<file path="src/rtl/re_retime_pkg.sv">
// Shared types, default sizing and helpers for the multi-channel retiming buffer.
package re_retime_pkg;

    localparam int RE_WIDTH_DATA  = 32;
    localparam int RE_NUM_CHANNEL = 2;
    localparam int RE_DEPTH_FIFO  = 16;
    localparam int RE_WIDTH_DELAY = $clog2(RE_DEPTH_FIFO);

    typedef logic [RE_WIDTH_DATA-1:0]                data_t;
    typedef logic [RE_NUM_CHANNEL-1:0]               ch_vec_t;
    typedef logic [RE_NUM_CHANNEL*RE_WIDTH_DATA-1:0] ch_data_t;
    typedef logic [RE_WIDTH_DELAY-1:0]               delay_t;

    localparam delay_t RE_DEF_DELAY = '0;

    // Channel-select width never collapses to zero bits, even for one channel.
    function automatic int ch_sel_width(input int num);
        return (num > 1) ? $clog2(num) : 1;
    endfunction

endpackage

</file>
<file path="src/rtl/re_delay_fifo.sv">
// One retiming channel: token FIFO whose head is released once its age reaches
// the channel's programmable delay. Full nacks upstream without crediting a same-cycle pop.
module re_delay_fifo
    import re_retime_pkg::*;
#(
    parameter int                     WIDTH_DATA  = RE_WIDTH_DATA,
    parameter int                     DEPTH_FIFO  = RE_DEPTH_FIFO,
    parameter int                     WIDTH_DELAY = $clog2(DEPTH_FIFO),
    parameter logic [WIDTH_DELAY-1:0] DEF_DELAY   = '0
) (
    input  logic                   clock,
    input  logic                   reset,
    input  logic                   in_v,
    input  logic [WIDTH_DATA-1:0]  in_d,
    output logic                   in_nack,
    output logic                   out_v,
    output logic [WIDTH_DATA-1:0]  out_d,
    input  logic                   out_nack,
    input  logic                   cfg_we,
    input  logic [WIDTH_DELAY-1:0] cfg_dly,
    output logic                   empty
);

    localparam int WIDTH_PTR = WIDTH_DELAY + 1;

    logic [WIDTH_PTR-1:0]   wr_ptr;
    logic [WIDTH_PTR-1:0]   rd_ptr;
    logic [WIDTH_DELAY-1:0] wr_idx;
    logic [WIDTH_DELAY-1:0] rd_idx;
    logic [WIDTH_DATA-1:0]  mem [DEPTH_FIFO];
    logic [WIDTH_DELAY-1:0] age [DEPTH_FIFO];
    logic [WIDTH_DELAY-1:0] delay_q;
    logic                   full;
    logic                   push;
    logic                   pop;

    assign wr_idx = wr_ptr[WIDTH_DELAY-1:0];
    assign rd_idx = rd_ptr[WIDTH_DELAY-1:0];

    assign empty = (wr_ptr == rd_ptr);
    assign full  = (wr_ptr[WIDTH_DELAY] != rd_ptr[WIDTH_DELAY]) && (wr_idx == rd_idx);

    assign in_nack = full;
    assign push    = in_v && !full;
    assign out_v   = !empty && (age[rd_idx] >= delay_q);
    assign out_d   = empty ? '0 : mem[rd_idx];
    assign pop     = out_v && !out_nack;

    always_ff @(posedge clock) begin
        if (reset) begin
            wr_ptr  <= '0;
            rd_ptr  <= '0;
            delay_q <= DEF_DELAY;
        end else begin
            if (push)   wr_ptr  <= wr_ptr + 1'b1;
            if (pop)    rd_ptr  <= rd_ptr + 1'b1;
            if (cfg_we) delay_q <= cfg_dly;
        end
    end

    // Free slots age too; the count is cleared when a token lands in the slot.
    always_ff @(posedge clock) begin
        for (int i = 0; i < DEPTH_FIFO; i++) begin
            if (reset) begin
                age[i] <= '0;
            end else if (push && (wr_idx == i[WIDTH_DELAY-1:0])) begin
                age[i] <= '0;
            end else if (age[i] != '1) begin
                age[i] <= age[i] + 1'b1;
            end
        end
    end

    always_ff @(posedge clock) begin
        if (push) mem[wr_idx] <= in_d;
    end

endmodule

</file>
<file path="src/rtl/re_retime_buffer.sv">
// Multi-channel retiming unit: NUM_CHANNEL independent delay FIFOs plus the
// runtime delay-configuration port with its rejection pulse.
module re_retime_buffer
    import re_retime_pkg::*;
#(
    parameter int  WIDTH_DATA  = RE_WIDTH_DATA,
    parameter int  NUM_CHANNEL = RE_NUM_CHANNEL,
    parameter int  DEPTH_FIFO  = RE_DEPTH_FIFO,
    parameter int  WIDTH_DELAY = $clog2(DEPTH_FIFO),
    parameter int  DEF_DELAY   = int'(RE_DEF_DELAY),
    localparam int WIDTH_CH    = ch_sel_width(NUM_CHANNEL)
) (
    input  logic                              clock,
    input  logic                              reset,
    input  logic [NUM_CHANNEL-1:0]            I_FTk_v,
    input  logic [NUM_CHANNEL*WIDTH_DATA-1:0] I_FTk_d,
    output logic [NUM_CHANNEL-1:0]            O_BTk_n,
    output logic [NUM_CHANNEL-1:0]            O_FTk_v,
    output logic [NUM_CHANNEL*WIDTH_DATA-1:0] O_FTk_d,
    input  logic [NUM_CHANNEL-1:0]            I_BTk_n,
    input  logic                              I_Cfg_v,
    input  logic [WIDTH_CH-1:0]               I_Cfg_ch,
    input  logic [WIDTH_DELAY-1:0]            I_Cfg_dly,
    output logic                              O_Cfg_err,
    output logic [NUM_CHANNEL-1:0]            O_Empty
);

    logic [NUM_CHANNEL-1:0] push;
    logic [NUM_CHANNEL-1:0] empty;
    logic [NUM_CHANNEL-1:0] cfg_we;
    logic                   cfg_err_q;

    assign push = I_FTk_v & ~O_BTk_n;

    // A delay may only change while the channel is idle, so no stored token
    // ever sees a delay other than the one it was pushed under.
    always_comb begin
        cfg_we = '0;
        for (int c = 0; c < NUM_CHANNEL; c++) begin
            if (I_Cfg_v && (I_Cfg_ch == WIDTH_CH'(c)) && empty[c] && !push[c]) begin
                cfg_we[c] = 1'b1;
            end
        end
    end

    always_ff @(posedge clock) begin
        if (reset) begin
            cfg_err_q <= 1'b0;
        end else begin
            cfg_err_q <= I_Cfg_v && (cfg_we == '0);
        end
    end

    assign O_Cfg_err = cfg_err_q;
    assign O_Empty   = empty;

    for (genvar c = 0; c < NUM_CHANNEL; c++) begin : g_ch
        re_delay_fifo #(
            .WIDTH_DATA  (WIDTH_DATA),
            .DEPTH_FIFO  (DEPTH_FIFO),
            .WIDTH_DELAY (WIDTH_DELAY),
            .DEF_DELAY   (WIDTH_DELAY'(DEF_DELAY))
        ) u_fifo (
            .clock    (clock),
            .reset    (reset),
            .in_v     (I_FTk_v[c]),
            .in_d     (I_FTk_d[c*WIDTH_DATA +: WIDTH_DATA]),
            .in_nack  (O_BTk_n[c]),
            .out_v    (O_FTk_v[c]),
            .out_d    (O_FTk_d[c*WIDTH_DATA +: WIDTH_DATA]),
            .out_nack (I_BTk_n[c]),
            .cfg_we   (cfg_we[c]),
            .cfg_dly  (I_Cfg_dly),
            .empty    (empty[c])
        );
    end

endmodule

</file>
<file path="config.mk">
export PLATFORM = sky130hd
export DESIGN_NAME = re_retime_buffer
export DESIGN_NICKNAME = d
export VERILOG_FILES = /design/src/rtl/re_retime_pkg.sv /design/src/rtl/re_delay_fifo.sv /design/src/rtl/re_retime_buffer.sv
export SDC_FILE = /design/constraint.sdc
export NUM_CORES = 1
export LEC_CHECK = 0
export BUFFER_PORTS_ARGS = -buffer_cell sky130_fd_sc_hd__buf_4
export CORE_MARGIN = 10
export CORE_UTILIZATION = 35
export DETAILED_ROUTE_END_ITERATION = 10
export GPL_TIMING_DRIVEN = 1
export PLACE_DENSITY = 0.55
export SKIP_CTS_REPAIR_TIMING = 1
export SYNTH_ARGS = -nofsm -noshare
export SYNTH_HDL_FRONTEND = slang
export SYNTH_SLANG_ARGS = --single-unit
</file>
<file path="constraint.sdc">
create_clock -name clock -period 8.6 [get_ports clock]
set_clock_uncertainty 0.1 [all_clocks]
set_input_delay 0.86 -clock clock [delete_from_list [all_inputs] [get_ports clock]]
set_output_delay 0.86 -clock clock [all_outputs]
set_load 0.01 [all_outputs]
</file>
==> metrics.cfg <==
[timing]
final_hold_viol_count = 0
slew_viol_final = 0
whs_ns = 0.316
min_period_ns = 5.51
min_period_over_period_pct = 64.1
layout_setup_ws_ns = 3.09
max_freq_ghz = 0.181
fin_setup_tns_ns = 0
worst_pin_slew_ns = 1.26
maxSlewHeadroom_pct = 15.6
setup_viol = 0
grt_setup_unrepaired = no

[floorplanning]
dieArea_mm2 = 0.155
core_area_mm2 = 0.139
fp-row-count = 137
die_h_um = 394
io_pins = 147
dieWidth_um = 394
start_util_pct = 35.2

[synth]
ys_ff_latch = 1189
ys_warn_count = 0
synth_flop_cell = edfxtp_1
synth_top_area_cell = edfxtp_1
synth_nets = 2652
synth_top_area_share_pct = 70.7
syn-cell-area_mm2 = 0.0489
synth-edff-count = 1152
yosysUniqueCellTypes = 43
synthTopCellsByArea = edfxtp_1 (71%), mux4_2 (14%), a211oi_1 (2.3%), mux2i_1 (1.6%), dfxtp_1 (1.5%)
synth.avg_cell_area_um2 = 19.4
synthArstFlopShare_pct = 0
seq_area_frac_synth_pct = 72.2
syn_inst = 2526

[layout]
seqCellArea_mm2 = 0.0354
fin_area_mm2 = 0.0564
diodes = 0
fillers = 12306
area_delta_synth_final_pct = 15.3
multiInputGateArea_mm2 = 0.0132
utilization_pct = 40.5
drive_gt1_share_pct = 26.8
nets = 2832

[placement]
dpl.hpwl_um = 64300
port_buffers = 146
place_area_mm2 = 0.0526
gp_congestion = 0.742
post-place-ws_ns = 3.78

[global_route]
overflow = 0
grt_max_degree = 107
grt_pass1_vias = 26037
busiest_layer = met2
grtUsageMet2_pct = 25.4
grt_pass1_wl_um = 172000
grtUsageMet1_pct = 18.4
antenna_found_initial = 12
grt_util_all_layers_pct = 14.6
met3_usage_pct = 3.59

[clock_network]
tritoncts = done
root_buffer = clkbuf_16
clkSinkCount = 1189
numCtsBuffers = 121
clockBufferDepth = 3
cts_max_level = 3
cts.reportedPaths.clkPinSlew_ns = 0.06
clkLatencyLatePin_ns = 0.74

[route]
drt-total-wl_um = 116000
drt-wirelength-per-cell_um = 24.8
drt-initial-drc-count = 1744
drcViolationCount = 0
ant_nets = 0
viasPerCell = 5.30
first_pass_iters = 5
vias = 24764

[job]
drv_cap = 0

[critical_path]
r2r_end = g_ch[1].u_fifo.rd_ptr[4]
start_kind = flop
cp_data_required_time_ns = 7.64
criticalPathCategory = reg -> out
r2r_cells = 8
ff2ff_setup_slack_ns = 4.40
critPathMaxFanout = 59
endpoint_kind = output pin
crit_arrival_ns = 4.55

[worst_hold_path]
hold_depth = 1
hold_end = g_ch[0].u_fifo.mem[3][23]
hp-start = I_FTk_d[23]
hold_path_class = in -> reg

[status]
status = finished clean

[power]
leakage_uw = 0.0174
power_density_mw_per_mm2 = 240
ir_drop_v = 0.000180

-- routing by layer --
| metal | up-vias | part of all wire [%] |
|---|---|---|
| met5 | - | 0.15 |
| met4 | 24 | 2.2 |
| met1 | 13126 | 41 |
| li1 | 10749 | - |
| met2 | 659 | 51 |
| met3 | 206 | 6.0 |
-- cell type report --
type | instances | share of cell area, %
timing repair buffer | 198 | 2.66
clock inverter | 75 | 1.39
multi-input combinational | 1151 | 23.4
tap | 1876 | 4.16
clock buffer | 139 | 5.48
inverter | 45 | 0.299
sequential | 1189 | 62.7
-- flip-flops by register name (all words and copies together), names as in the netlist, named ones only --
signal,flops
O_Cfg_err,1
g_ch.u_fifo.rd_ptr,10
g_ch.u_fifo.mem,1024
g_ch.u_fifo.age,128
g_ch.u_fifo.delay_q,8
g_ch.u_fifo.wr_ptr,10
-- cell usage in the layout, fill, tap and decap left out, drive strengths merged, types with 4 or more instances in the layout --
master | synthesis | routed
buf | 71 | 198
nor2b | 66 | 66
clkbuf | 70 | 139
inv | 45 | 50
clkinv | 0 | 54
nor4bb | 5 | 5
dfxtp | 37 | 37
and2 | 4 | 4
a21oi | 74 | 74
edfxtp | 1152 | 1152
or2 | 34 | 34
nand3 | 32 | 32
mux4 | 296 | 296
nand4b | 34 | 34
nand2b | 8 | 8
nor2 | 95 | 95
xor2 | 10 | 10
bufinv | 0 | 12
or3 | 32 | 32
a211oi | 152 | 152
nor3b | 32 | 32
clkinvlp | 0 | 4
o21ai | 32 | 32
mux2i | 76 | 76
a2111oi | 12 | 12
nand2 | 40 | 40
xnor2 | 43 | 43
ha | 50 | 50
-- critical path, cell delays in order, from the launching register on --
cell       delay (ns)
dfxtp_4          0.55
buf_4            0.73
mux4_2           0.59
mux4_2           0.51
ha_1             0.23
a2111oi_0        0.66
or2_2            0.30
nor2_1           0.06
buf_4            0.19
-- through the flow --
stage / total power, µW / std cells
floorplan: 7900 / 2526
global placement: 8530 / 4459
detailed placement: 8570 / 4459
CTS: 13700 / 4673
global route: 14100 / 4673
finish: 13500 / 4673
-- synth_stat cells, types with 6 or more instances --
| master | count |
|---|---|
| inv_1 | 45 |
| nand4b_1 | 34 |
| a2111oi_2 | 6 |
| mux2i_1 | 76 |
| nand2_1 | 40 |
| o21ai_0 | 32 |
| nor2b_1 | 66 |
| nor3b_1 | 21 |
| or2_1 | 12 |
| nor2_1 | 95 |
| nand3_1 | 32 |
| a2111oi_0 | 6 |
| xor2_1 | 10 |
| a211oi_1 | 150 |
| edfxtp_1 | 1152 |
| nand2b_1 | 8 |
| buf_4 | 10 |
| dfxtp_1 | 37 |
| ha_1 | 50 |
| buf_2 | 52 |
| a21oi_1 | 74 |
| clkbuf_1 | 70 |
| mux4_2 | 296 |
| nor3b_2 | 11 |
| xnor2_1 | 43 |
| or3_1 | 32 |
| or2_2 | 22 |
-- logic make-up (layout without fill, tap and decap cells) --
| logic type | count (synthesis) | after routing | synth area share [%] |
|---|---|---|---|
| simple gates | 394 | 394 | 4.76 |
| fa+ha+maj | 50 | 50 | 1.28 |
| flops | 1189 | 1189 | 72.2 |
| buf+inv | 186 | 457 | 1.70 |
| xor+xnor | 53 | 53 | 0.949 |
| mux | 375 | 375 | 15.2 |
| compound gates | 279 | 279 | 3.87 |
-- worst max-delay path by stage --
stage,endpoint,slack [ns],cells after the start
6_report,O_FTk_v[1],3.09,8
5_1_grt,O_FTk_d[54],2.60,7
4_1_cts,O_FTk_d[54],2.96,7
3_5_place_dp,O_FTk_d[54],3.78,7
3_3_place_gp,O_FTk_v[1],3.64,10
2_1_floorplan,g_ch[1].u_fifo.age[1][0],1.28,4
-- report_power, final --
part	leakage, µW	internal, µW	switching, µW
sequential	0.0111	6470	109
clock	0.00188	2940	2190
combinational	0.00444	850	971
total	0.0174	10300	3270
No activity file was read; power rests on OpenSTA's default activity.
